**src/rtl/cmd_proc_if.sv**
```systemverilog
// Command/response and configuration-bus bundle between the UART receiver/transmitter,
// the register bank and cmd_proc.
interface cmd_proc_if;
    logic        cmd_rdy;
    logic [23:0] cmd;
    logic        clr_cmd_rdy;
    logic        trmt;
    logic [7:0]  tx_data;
    logic        tx_done;
    logic        cfg_wr;
    logic        cfg_rd;
    logic [7:0]  cfg_addr;
    logic [7:0]  cfg_wdata;
    logic [7:0]  cfg_rdata;
    logic        busy;
    logic [7:0]  err_cnt;

    modport master (
        input  cmd_rdy, cmd, tx_done, cfg_rdata,
        output clr_cmd_rdy, trmt, tx_data, cfg_wr, cfg_rd, cfg_addr, cfg_wdata, busy, err_cnt
    );

    modport slave (
        output cmd_rdy, cmd, tx_done, cfg_rdata,
        input  clr_cmd_rdy, trmt, tx_data, cfg_wr, cfg_rd, cfg_addr, cfg_wdata, busy, err_cnt
    );
endinterface

```
**src/rtl/cmd_proc.sv**
```systemverilog
// Command processor: consumes 24-bit UART commands, drives the 8-bit config bus
// and returns a 1- or 2-byte response through the UART transmitter handshake.
module cmd_proc #(
    parameter int          TX_TIMEOUT = 4096,
    parameter logic [7:0]  ACK        = 8'hA5,
    parameter logic [7:0]  NAK        = 8'hEE
) (
    input  logic         clk,
    input  logic         rst,
    cmd_proc_if.master   bus
);

    localparam int TW = (TX_TIMEOUT > 2) ? $clog2(TX_TIMEOUT) : 1;
    localparam logic [TW-1:0] TMO_LAST = TW'(TX_TIMEOUT - 1);

    typedef enum logic [2:0] {IDLE, DECODE, RD_WAIT, SEND, WAIT} state_t;

    state_t        state;
    logic [23:0]   cmd_q;
    logic [7:0]    resp0;
    logic [7:0]    resp1;
    logic [1:0]    idx;
    logic [1:0]    cnt;
    logic [TW-1:0] tmo;
    logic          tx_prev;

    function automatic logic [7:0] sat_inc(input logic [7:0] v);
        return (v == 8'hFF) ? v : v + 8'd1;
    endfunction

    always_ff @(posedge clk) begin
        if (rst) begin
            state           <= IDLE;
            idx             <= 2'd0;
            cnt             <= 2'd0;
            tmo             <= '0;
            tx_prev         <= 1'b0;
            bus.clr_cmd_rdy <= 1'b0;
            bus.trmt        <= 1'b0;
            bus.tx_data     <= 8'h00;
            bus.cfg_wr      <= 1'b0;
            bus.cfg_rd      <= 1'b0;
            bus.cfg_addr    <= 8'h00;
            bus.cfg_wdata   <= 8'h00;
            bus.busy        <= 1'b0;
            bus.err_cnt     <= 8'h00;
        end else begin
            // History runs in every state so a level left high outside WAIT is not seen as an edge.
            tx_prev         <= bus.tx_done;
            bus.clr_cmd_rdy <= 1'b0;
            bus.trmt        <= 1'b0;
            bus.cfg_wr      <= 1'b0;
            bus.cfg_rd      <= 1'b0;
            case (state)
                IDLE: begin
                    if (bus.cmd_rdy) begin
                        cmd_q           <= bus.cmd;
                        bus.clr_cmd_rdy <= 1'b1;
                        bus.busy        <= 1'b1;
                        state           <= DECODE;
                    end
                end
                DECODE: begin
                    idx <= 2'd0;
                    case (cmd_q[23:16])
                        8'h01: begin
                            bus.cfg_wr    <= 1'b1;
                            bus.cfg_addr  <= cmd_q[15:8];
                            bus.cfg_wdata <= cmd_q[7:0];
                            resp0         <= ACK;
                            cnt           <= 2'd1;
                            state         <= SEND;
                        end
                        8'h02: begin
                            bus.cfg_rd   <= 1'b1;
                            bus.cfg_addr <= cmd_q[15:8];
                            state        <= RD_WAIT;
                        end
                        8'h03: begin
                            resp0 <= cmd_q[15:8];
                            resp1 <= cmd_q[7:0];
                            cnt   <= 2'd2;
                            state <= SEND;
                        end
                        default: begin
                            resp0       <= NAK;
                            cnt         <= 2'd1;
                            bus.err_cnt <= sat_inc(bus.err_cnt);
                            state       <= SEND;
                        end
                    endcase
                end
                RD_WAIT: begin
                    resp0 <= bus.cfg_rdata;
                    cnt   <= 2'd1;
                    state <= SEND;
                end
                SEND: begin
                    bus.tx_data <= (idx == 2'd0) ? resp0 : resp1;
                    bus.trmt    <= 1'b1;
                    tmo         <= '0;
                    state       <= WAIT;
                end
                WAIT: begin
                    if (bus.tx_done && !tx_prev) begin
                        if (idx + 2'd1 == cnt) begin
                            idx      <= 2'd0;
                            bus.busy <= 1'b0;
                            state    <= IDLE;
                        end else begin
                            idx   <= idx + 2'd1;
                            state <= SEND;
                        end
                    end else if (tmo == TMO_LAST) begin
                        // Unsent bytes of this response are dropped on timeout.
                        idx         <= 2'd0;
                        bus.busy    <= 1'b0;
                        bus.err_cnt <= sat_inc(bus.err_cnt);
                        state       <= IDLE;
                    end else begin
                        tmo <= tmo + TW'(1);
                    end
                end
                default: begin
                    bus.busy <= 1'b0;
                    state    <= IDLE;
                end
            endcase
        end
    end

endmodule

```
**src/flat_wrapper.sv**
```systemverilog
// flat-port wrapper written by rule: the top's interface ports become plain ports
module cmd_proc_flat 
#(
    parameter int          TX_TIMEOUT = 4096,
    parameter logic [7:0]  ACK        = 8'hA5,
    parameter logic [7:0]  NAK        = 8'hEE
)
  (clk, rst, bus_cmd_rdy, bus_cmd, bus_tx_done, bus_cfg_rdata, bus_clr_cmd_rdy, bus_trmt, bus_tx_data, bus_cfg_wr, bus_cfg_rd, bus_cfg_addr, bus_cfg_wdata, bus_busy, bus_err_cnt);
  cmd_proc_if bus_i ();
  input  logic clk;
  input  logic rst;
  input wire logic [$bits(bus_i.cmd_rdy)-1:0] bus_cmd_rdy;
  input wire logic [$bits(bus_i.cmd)-1:0] bus_cmd;
  input wire logic [$bits(bus_i.tx_done)-1:0] bus_tx_done;
  input wire logic [$bits(bus_i.cfg_rdata)-1:0] bus_cfg_rdata;
  output wire logic [$bits(bus_i.clr_cmd_rdy)-1:0] bus_clr_cmd_rdy;
  output wire logic [$bits(bus_i.trmt)-1:0] bus_trmt;
  output wire logic [$bits(bus_i.tx_data)-1:0] bus_tx_data;
  output wire logic [$bits(bus_i.cfg_wr)-1:0] bus_cfg_wr;
  output wire logic [$bits(bus_i.cfg_rd)-1:0] bus_cfg_rd;
  output wire logic [$bits(bus_i.cfg_addr)-1:0] bus_cfg_addr;
  output wire logic [$bits(bus_i.cfg_wdata)-1:0] bus_cfg_wdata;
  output wire logic [$bits(bus_i.busy)-1:0] bus_busy;
  output wire logic [$bits(bus_i.err_cnt)-1:0] bus_err_cnt;
  assign bus_i.cmd_rdy = bus_cmd_rdy;
  assign bus_i.cmd = bus_cmd;
  assign bus_i.tx_done = bus_tx_done;
  assign bus_i.cfg_rdata = bus_cfg_rdata;
  assign bus_clr_cmd_rdy = bus_i.clr_cmd_rdy;
  assign bus_trmt = bus_i.trmt;
  assign bus_tx_data = bus_i.tx_data;
  assign bus_cfg_wr = bus_i.cfg_wr;
  assign bus_cfg_rd = bus_i.cfg_rd;
  assign bus_cfg_addr = bus_i.cfg_addr;
  assign bus_cfg_wdata = bus_i.cfg_wdata;
  assign bus_busy = bus_i.busy;
  assign bus_err_cnt = bus_i.err_cnt;
  cmd_proc #(.TX_TIMEOUT(TX_TIMEOUT), .ACK(ACK), .NAK(NAK)) u_core (.clk(clk), .rst(rst), .bus(bus_i));
endmodule
```
**config.mk**
```make
export PLATFORM = sky130hd
export DESIGN_NAME = cmd_proc_flat
export DESIGN_NICKNAME = d
export VERILOG_FILES = /design/src/rtl/cmd_proc_if.sv /design/src/rtl/cmd_proc.sv /design/src/flat_wrapper.sv
export SDC_FILE = /design/constraint.sdc
export NUM_CORES = 1
export LEC_CHECK = 0
export CAP_MARGIN = 20
export CORE_ASPECT_RATIO = 0.5
export CORE_MARGIN = 8
export CORE_UTILIZATION = 30
export DETAILED_ROUTE_END_ITERATION = 8
export SKIP_CTS_REPAIR_TIMING = 1
export SLEW_MARGIN = 20
export SYNTH_ARGS = -nofsm -noshare
export SYNTH_HDL_FRONTEND = slang
export SYNTH_SLANG_ARGS = --single-unit
```
**constraint.sdc**
```tcl
create_clock -name clk -period 3.8 [get_ports clk]
set_input_delay 0.57 -clock clk [delete_from_list [all_inputs] [get_ports clk]]
set_output_delay 0.57 -clock clk [all_outputs]
set_load 0.03 [all_outputs]
```
==> results of run 1 <==
==> power by group <==
| group | switching, W | total (W) | internal, W |
|---|---|---|---|
| clock network | 0.000404 | 0.000922 | 0.000518 |
| logic | 0.000103 | 0.000186 | 0.0000833 |
| registers | 0.0000259 | 0.00115 | 0.00112 |
| total | 0.000532 | 0.00226 | 0.00173 |
==> layer usage <==
layer,share of wire (%),up-vias,wire [um],global-route usage (%)
li1,-,1444,-,-
met1,46,1320,4070,12.2
met2,49,32,4380,17.5
met3,4.0,8,358,3.57
met4,1.0,0,92,3.28
met5,0,-,0,0
==> final timing paths <==
kind / endpoint / from / slack (ns) / cells past startpoint
min: u_core.resp1[7]$_DFFE_PP_ / u_core.cmd_q[7]$_DFFE_PP_ / 0.45 / 0
max: u_core.bus.cfg_wdata[7]$_SDFFE_PP0P_ / u_core.cmd_q[21]$_DFFE_PP_ / 1.27 / 5
min reg2reg: u_core.resp1[7]$_DFFE_PP_ / u_core.cmd_q[7]$_DFFE_PP_ / 0.45 / 0
max reg2reg: u_core.bus.cfg_wdata[7]$_SDFFE_PP0P_ / u_core.cmd_q[21]$_DFFE_PP_ / 1.27 / 5
==> sequential cells by signal (all words and copies together) (netlist names) <==
signal                  flops
u_core.bus.cfg_rd           1
u_core.bus.tx_data          8
u_core.bus.trmt             1
u_core.tx_prev              1
u_core.bus.cfg_wdata        8
u_core.bus.err_cnt          8
u_core.bus.cfg_wr           1
u_core.bus.cfg_addr         8
u_core.resp0                8
u_core.bus.busy             1
u_core.bus.clr_cmd_rdy      1
u_core.tmo                 12
u_core.idx                  2
u_core.cmd_q               24
u_core.resp1                8
u_core.state                3
u_core.cnt                  2
==> through the flow <==
step | area [sq um] | hold slack (ns)
after global routing | 5080 | 0.462
final | 5080 | 0.454
after detailed placement | 4780 | 0.438
after global placement | 4780 | 0.441
after floorplan | 3910 | 0.426
after CTS | 5080 | 0.456
==> cell usage after synthesis, types with 2 or more instances <==
cell and count:
or3_1 5, nand4_1 2, a311oi_1 3, a21oi_1 28, nor4_1 2, o31ai_1 2
nor3_1 5, o21ai_0 12, buf_2 2, mux2i_1 24, nor2_1 51, buf_1 3
xor2_1 2, or3b_2 2, edfxtp_1 40, a211oi_1 9, ha_1 3, o22a_1 3
nand3_1 11, a21o_1 4, and4_1 2, a31oi_1 6, dfxtp_1 57, nor2b_1 5
nor3b_1 3, or4_1 3, clkbuf_1 14, inv_1 10, and3_1 4, nand2_1 22
mux2_2 3
==> final cells by class <==
class                      instances  area share [%]
sequential                        97            46.1
multi-input combinational        234            28.5
inverter                          10           0.739
timing repair buffer              75            14.5
clock buffer                       9            4.43
tap                              170            4.19
clock inverter                     7            1.50
==> kinds of logic after synthesis <==
logic type               Yosys count  synth area share [%]
XOR/XNOR                           3                 0.674
multiplexers                      27                  7.03
AND/OR/NAND/NOR                  123                  15.4
adder cells (fa/ha/maj)            3                 0.963
flip-flops                        97                  60.1
buffers and inverters             30                  3.14
AO/OA/AOI/OAI                     78                  12.7
==> worst max-delay path, stage by stage, from the launching register on <==
cell and delay (ns):
edfxtp_1 0.36, or4_1 0.54, or4b_4 0.54, or3b_1 0.64, mux2i_1 0.24, nor2_1 0.05
==> reports/metrics.yaml, run 1 <==
status:
  status: "finished, final reports clean"
yosys:
  yosysWarningCount: 0
  postSynthAreaPerCell_sq_um: 10.8
  synth-seq-cells: 97
  synth_area_sq_um: 3900
  synth_seq_area_share_pct: 60.1
  yosys.area.top_type_share_pct: 30.8
  ys_top_cells_by_area: "edfxtp_1, dfxtp_1, mux2i_1, nor2_1, a21oi_1"
  yosysTopAreaCell: "edfxtp_1"
  async_flop_share_pct: 0
  synthFlopType: "dfxtp_1"
  synth_edf_count: 40
  synthCells: 361
  synth_cell_types: 50
  synth_nets: 400
detailed_routing:
  antenna_left: 0
  firstDrtPassIters: 4
  viasPerCell: 4.66
  drtIter0Drc: 131
  wl_per_cell_um: 14.8
  drc: 0
  vias: 2804
  wirelength_mm: 8.89
placement:
  dp_hpwl_mm: 6.36
  place_inst: 586
  gp_congestion: 0.746
  numPortBuffers: 72
  dp_slack_ns: 1.25
cells_and_area:
  nNetsFinal: 466
  instances_no_fill: 602
  fillCellCount: 1204
  fin_util_pct: 40.1
  layout_commonest_cell: "clkdlybuf4s50_1"
  drive_gt1_share_pct: 6.71
  num_antenna_cells: 0
  area_growth_pct: 30.3
  multi_input_area_sq_um: 1450
  regArea_sq_um: 2340
  layout_common_cells: "clkdlybuf4s50_1, dfxtp_1, nor2_1"
floorplanning:
  ioPinCount: 73
  core_area_sq_um: 12700
  fp.dieH_um: 96.6
  dieArea_sq_um: 17100
  start_util_pct: 30.8
  num_rows: 29
  die_x_um: 177
clock_network:
  cts_buffer_depth: 2
  cts_max_level: 3
  numCtsBuffers: 9
  cts-root-buf: "clkbuf_16"
  worstSkewPairLatency_ns: 0.34
  cts_tree: "yes"
  clock-sinks: 97
  path_clk_slew_ns: 0.07
global_route:
  grt.total_usage_pct: 10.4
  grt-ovfl-total: 0
  antenna_found_initial: 0
  grt_pass1_vias: 2797
  grt_pass1_wl_mm: 14.4
  grt_max_degree: 41
sta:
  finClkSkew_ns: 0.00676
  slew_headroom_pct: 48.1
  max_slew.worst_pin.slew_ns: 0.778
  fin_crit_ns: 2.53
  slew_violations: 0
  min_period_over_period_pct: 66.6
  rsz0062_at_grt: "no"
  fmax_mhz: 395
  setup_viol: 0
  tns_ns: 0
  hold_viol_final: 0
  setup_ws_ns: 1.27
setup_path:
  crit_fanout: 9
  crit_type: "reg -> reg"
  worst_setup_path_start_kind: "register"
  arrival_ns: 2.73
  required_ns: 4.00
  critPathCaptureType: "register"
power_and_ir_drop:
  power.total_w: 0.00226
  p_leak_nw: 1.88
  vdd_ir_drop_max_mv: 0.195
  p_per_area_nw_per_um2: 444
worst_hold_path:
  min_path_type: "reg -> reg"
run:
  drv_cap: 0
Note: power is estimated with default switching activity, not from simulation.
==> inputs of run 2 (changes only) <==
clock period = 2.6 ns   (was 3.8 ns; I/O delays follow)
==> reports/metrics.yaml, run 2 (synthesis results as in run 1) <==
placement:
  dpl_cell_area_sq_um: 4860  # was 4780 sq um
  gp_congestion: 0.819  # was 0.746
  dp_hpwl_mm: 6.57  # was 6.36 mm
  numPortBuffers: 72  # unchanged
power_and_ir_drop:
  intPower_w: 0.00263  # was 0.00173 W
  p_leak_nw: 1.94  # was 1.88 nW
  power.total_w: 0.00338  # was 0.00226 W
  switching_power_w: 0.000754  # was 0.000532 W
  power_frac_comb_pct: 8.8  # was 8.2%
  seqPwrFrac_pct: 49.5  # was 51.0%
  p_per_area_nw_per_um2: 652  # was 444 nW/um^2
  clock_power_share_pct: 41.7  # was 40.8%
  sw_frac_of_total_pct: 22.3  # was 23.6%
  vdd_ir_drop_max_mv: 0.362  # was 0.195 mV
cells_and_area:
  area_growth_pct: 32.9  # was 30.3%
  layout_commonest_cell: "clkdlybuf4s50_1"  # unchanged
  num_antenna_cells: 0  # unchanged
  drive_gt1_share_pct: 9.26  # was 6.71%
  nNetsFinal: 477  # was 466
  layout_common_cells: "clkdlybuf4s50_1, dfxtp_1, nor2_1"  # unchanged
  largest_register: "u_core.cmd_q"  # unchanged
  fin_util_pct: 40.9  # was 40.1%
  top_regs: "u_core.cmd_q x24, u_core.tmo x12"  # unchanged
  largest_reg_flops: 24  # unchanged
  fillCellCount: 1208  # was 1204
  fin_area_sq_um: 5180  # was 5080 sq um
  multi_input_area_sq_um: 1450  # about the same
  regArea_sq_um: 2340  # unchanged
sta:
  slew_violations: 0  # unchanged
  rsz0062_at_grt: "no"  # unchanged
  max_slew.worst_pin.slew_ns: 0.634  # was 0.778 ns
  finClkSkew_ns: 0.00821  # was 0.00676 ns
  hold_viol_final: 0  # unchanged
  tns_ns: 0  # unchanged
  setup_viol: 0  # unchanged
  fin_crit_ns: 2.36  # was 2.53 ns
  slew_headroom_pct: 57.4  # was 48.1%
  min_period_over_period_pct: 90.7  # was 66.6%
  fmax_mhz: 424  # was 395 MHz
  holdWs_ns: 0.451  # was 0.454 ns
floorplanning:
  start_util_pct: 30.8  # unchanged
  core_area_sq_um: 12700  # unchanged
  ioPinCount: 73  # unchanged
  die_x_um: 177  # unchanged
  fp.dieH_um: 96.6  # unchanged
  dieArea_sq_um: 17100  # unchanged
  num_rows: 29  # unchanged
clock_network:
  clock-sinks: 97  # unchanged
  cts-root-buf: "clkbuf_16"  # unchanged
  cts_max_level: 3  # unchanged
  cts_buffer_depth: 2  # unchanged
  path_clk_slew_ns: 0.07  # about the same
  worstSkewPairLatency_ns: 0.34  # about the same
  cts_tree: "yes"  # unchanged
  numCtsBuffers: 9  # unchanged
global_route:
  grt_pass1_vias: 2881  # was 2797
  grt-ovfl-total: 0  # unchanged
  grt_max_degree: 25  # was 41
  antenna_found_initial: 0  # unchanged
  grt.total_usage_pct: 10.6  # was 10.4%
  grt_pass1_wl_mm: 14.8  # was 14.4 mm
detailed_routing:
  drc: 0  # unchanged
  vias: 2847  # was 2804
  wl_per_cell_um: 14.7  # was 14.8 um
  viasPerCell: 4.64  # was 4.66
  wirelength_mm: 8.99  # was 8.89 mm
  antenna_left: 0  # unchanged
  drtIter0Drc: 118  # was 131
  firstDrtPassIters: 5  # was 4
setup_path:
  reg2reg_slack_ns: 0.24  # was 1.27 ns
  crit_type: "reg -> reg"  # unchanged
  slowest_stage: "or4_1"  # was or3b_1
  max_stage_delay_ns: 0.54  # was 0.64 ns
  required_ns: 2.82  # was 4.00 ns
  cp_cell_sequence: "or4_1, or4b_4, o2111ai_2, nor3_1, mux2_2"  # was or4_1, or4b_4, or3b_1, mux2i_1, nor2_1
  crit_fanout: 10  # was 9
  worst_setup_path_start_kind: "register"  # unchanged
  critPathCaptureType: "register"  # unchanged
  arrival_ns: 2.58  # was 2.73 ns
worst_hold_path:
  min_path_type: "reg -> reg"  # unchanged
run:
  drv_cap: 0  # unchanged
status:
  status: "finished, final reports clean"  # unchanged
-- run 2: changes by cell type in the layout (fill, tap and decap cells not counted) --
cell / change
buf_4: +11
clkinv_1: -1
or3b_4: +1
bufinv_16: +1
clkinvlp_4: +1
or3b_1: -1
clkbuf_1: +1
inv_6: -1
inv_8: -1
-- run 2: critical path: cells and delay by family (launching register included) --
| family | cells | cell delay (ns) |
|---|---|---|
| and+or+nand+nor | 3 | 1.20 |
| AOI/OAI and AO/OA | 1 | 0.40 |
| DFF | 1 | 0.36 |
| muxes | 1 | 0.28 |
-- run 2: layout make-up --
type                    instances  share of cell area [%]
repair buffers                 86                    15.8
flip-flops and latches         97                    45.2
clock buffers                  10                    4.42
inverters                      10                   0.724
well taps                     170                    4.10
clock inverters                 6                    1.74
multi-input cells             234                    28.0
-- run 2: metal layers --
metal  vias to the layer above  routed length, um  global-route usage (%)
li1                       1469                  -                       -
met1                      1326               4200                    13.1
met2                        45               4280                    17.5
met3                         7                439                    3.57
met4                         0                 66                    2.44
met5                         -                  0                       0
-- run 2: path summary, 6_finish.rpt --
check                                                start                            endpoint  depth (start not counted)
worst max-delay path            u_core.cmd_q[21]$_DFFE_PP_  u_core.bus.err_cnt[5]$_SDFFE_PP0P_                          5
worst min-delay path             u_core.cmd_q[0]$_DFFE_PP_           u_core.resp1[0]$_DFFE_PP_                          0
worst max register to register  u_core.cmd_q[21]$_DFFE_PP_  u_core.bus.err_cnt[5]$_SDFFE_PP0P_                          5
worst min register to register   u_core.cmd_q[0]$_DFFE_PP_           u_core.resp1[0]$_DFFE_PP_                          0
-- run 2: power groups by stage --
stage / Clock (W) / Combinational [W] / Sequential (W)
2_1_floorplan: 0 / 0.000145 / 0.00172
3_3_place_gp: 0 / 0.000300 / 0.00171
3_5_place_dp: 0 / 0.000302 / 0.00171
4_1_cts: 0.00144 / 0.000303 / 0.00167
5_1_grt: 0.00150 / 0.000328 / 0.00168
6_report: 0.00141 / 0.000299 / 0.00167
-- run 2: through the flow --
step / cells / setup WS [ns]
finish: 613 / 0.241
detailed placement: 597 / 0.104
floorplan: 361 / 0.216
CTS: 613 / 0.0871
global route: 613 / 0.0825
global placement: 597 / 0.140
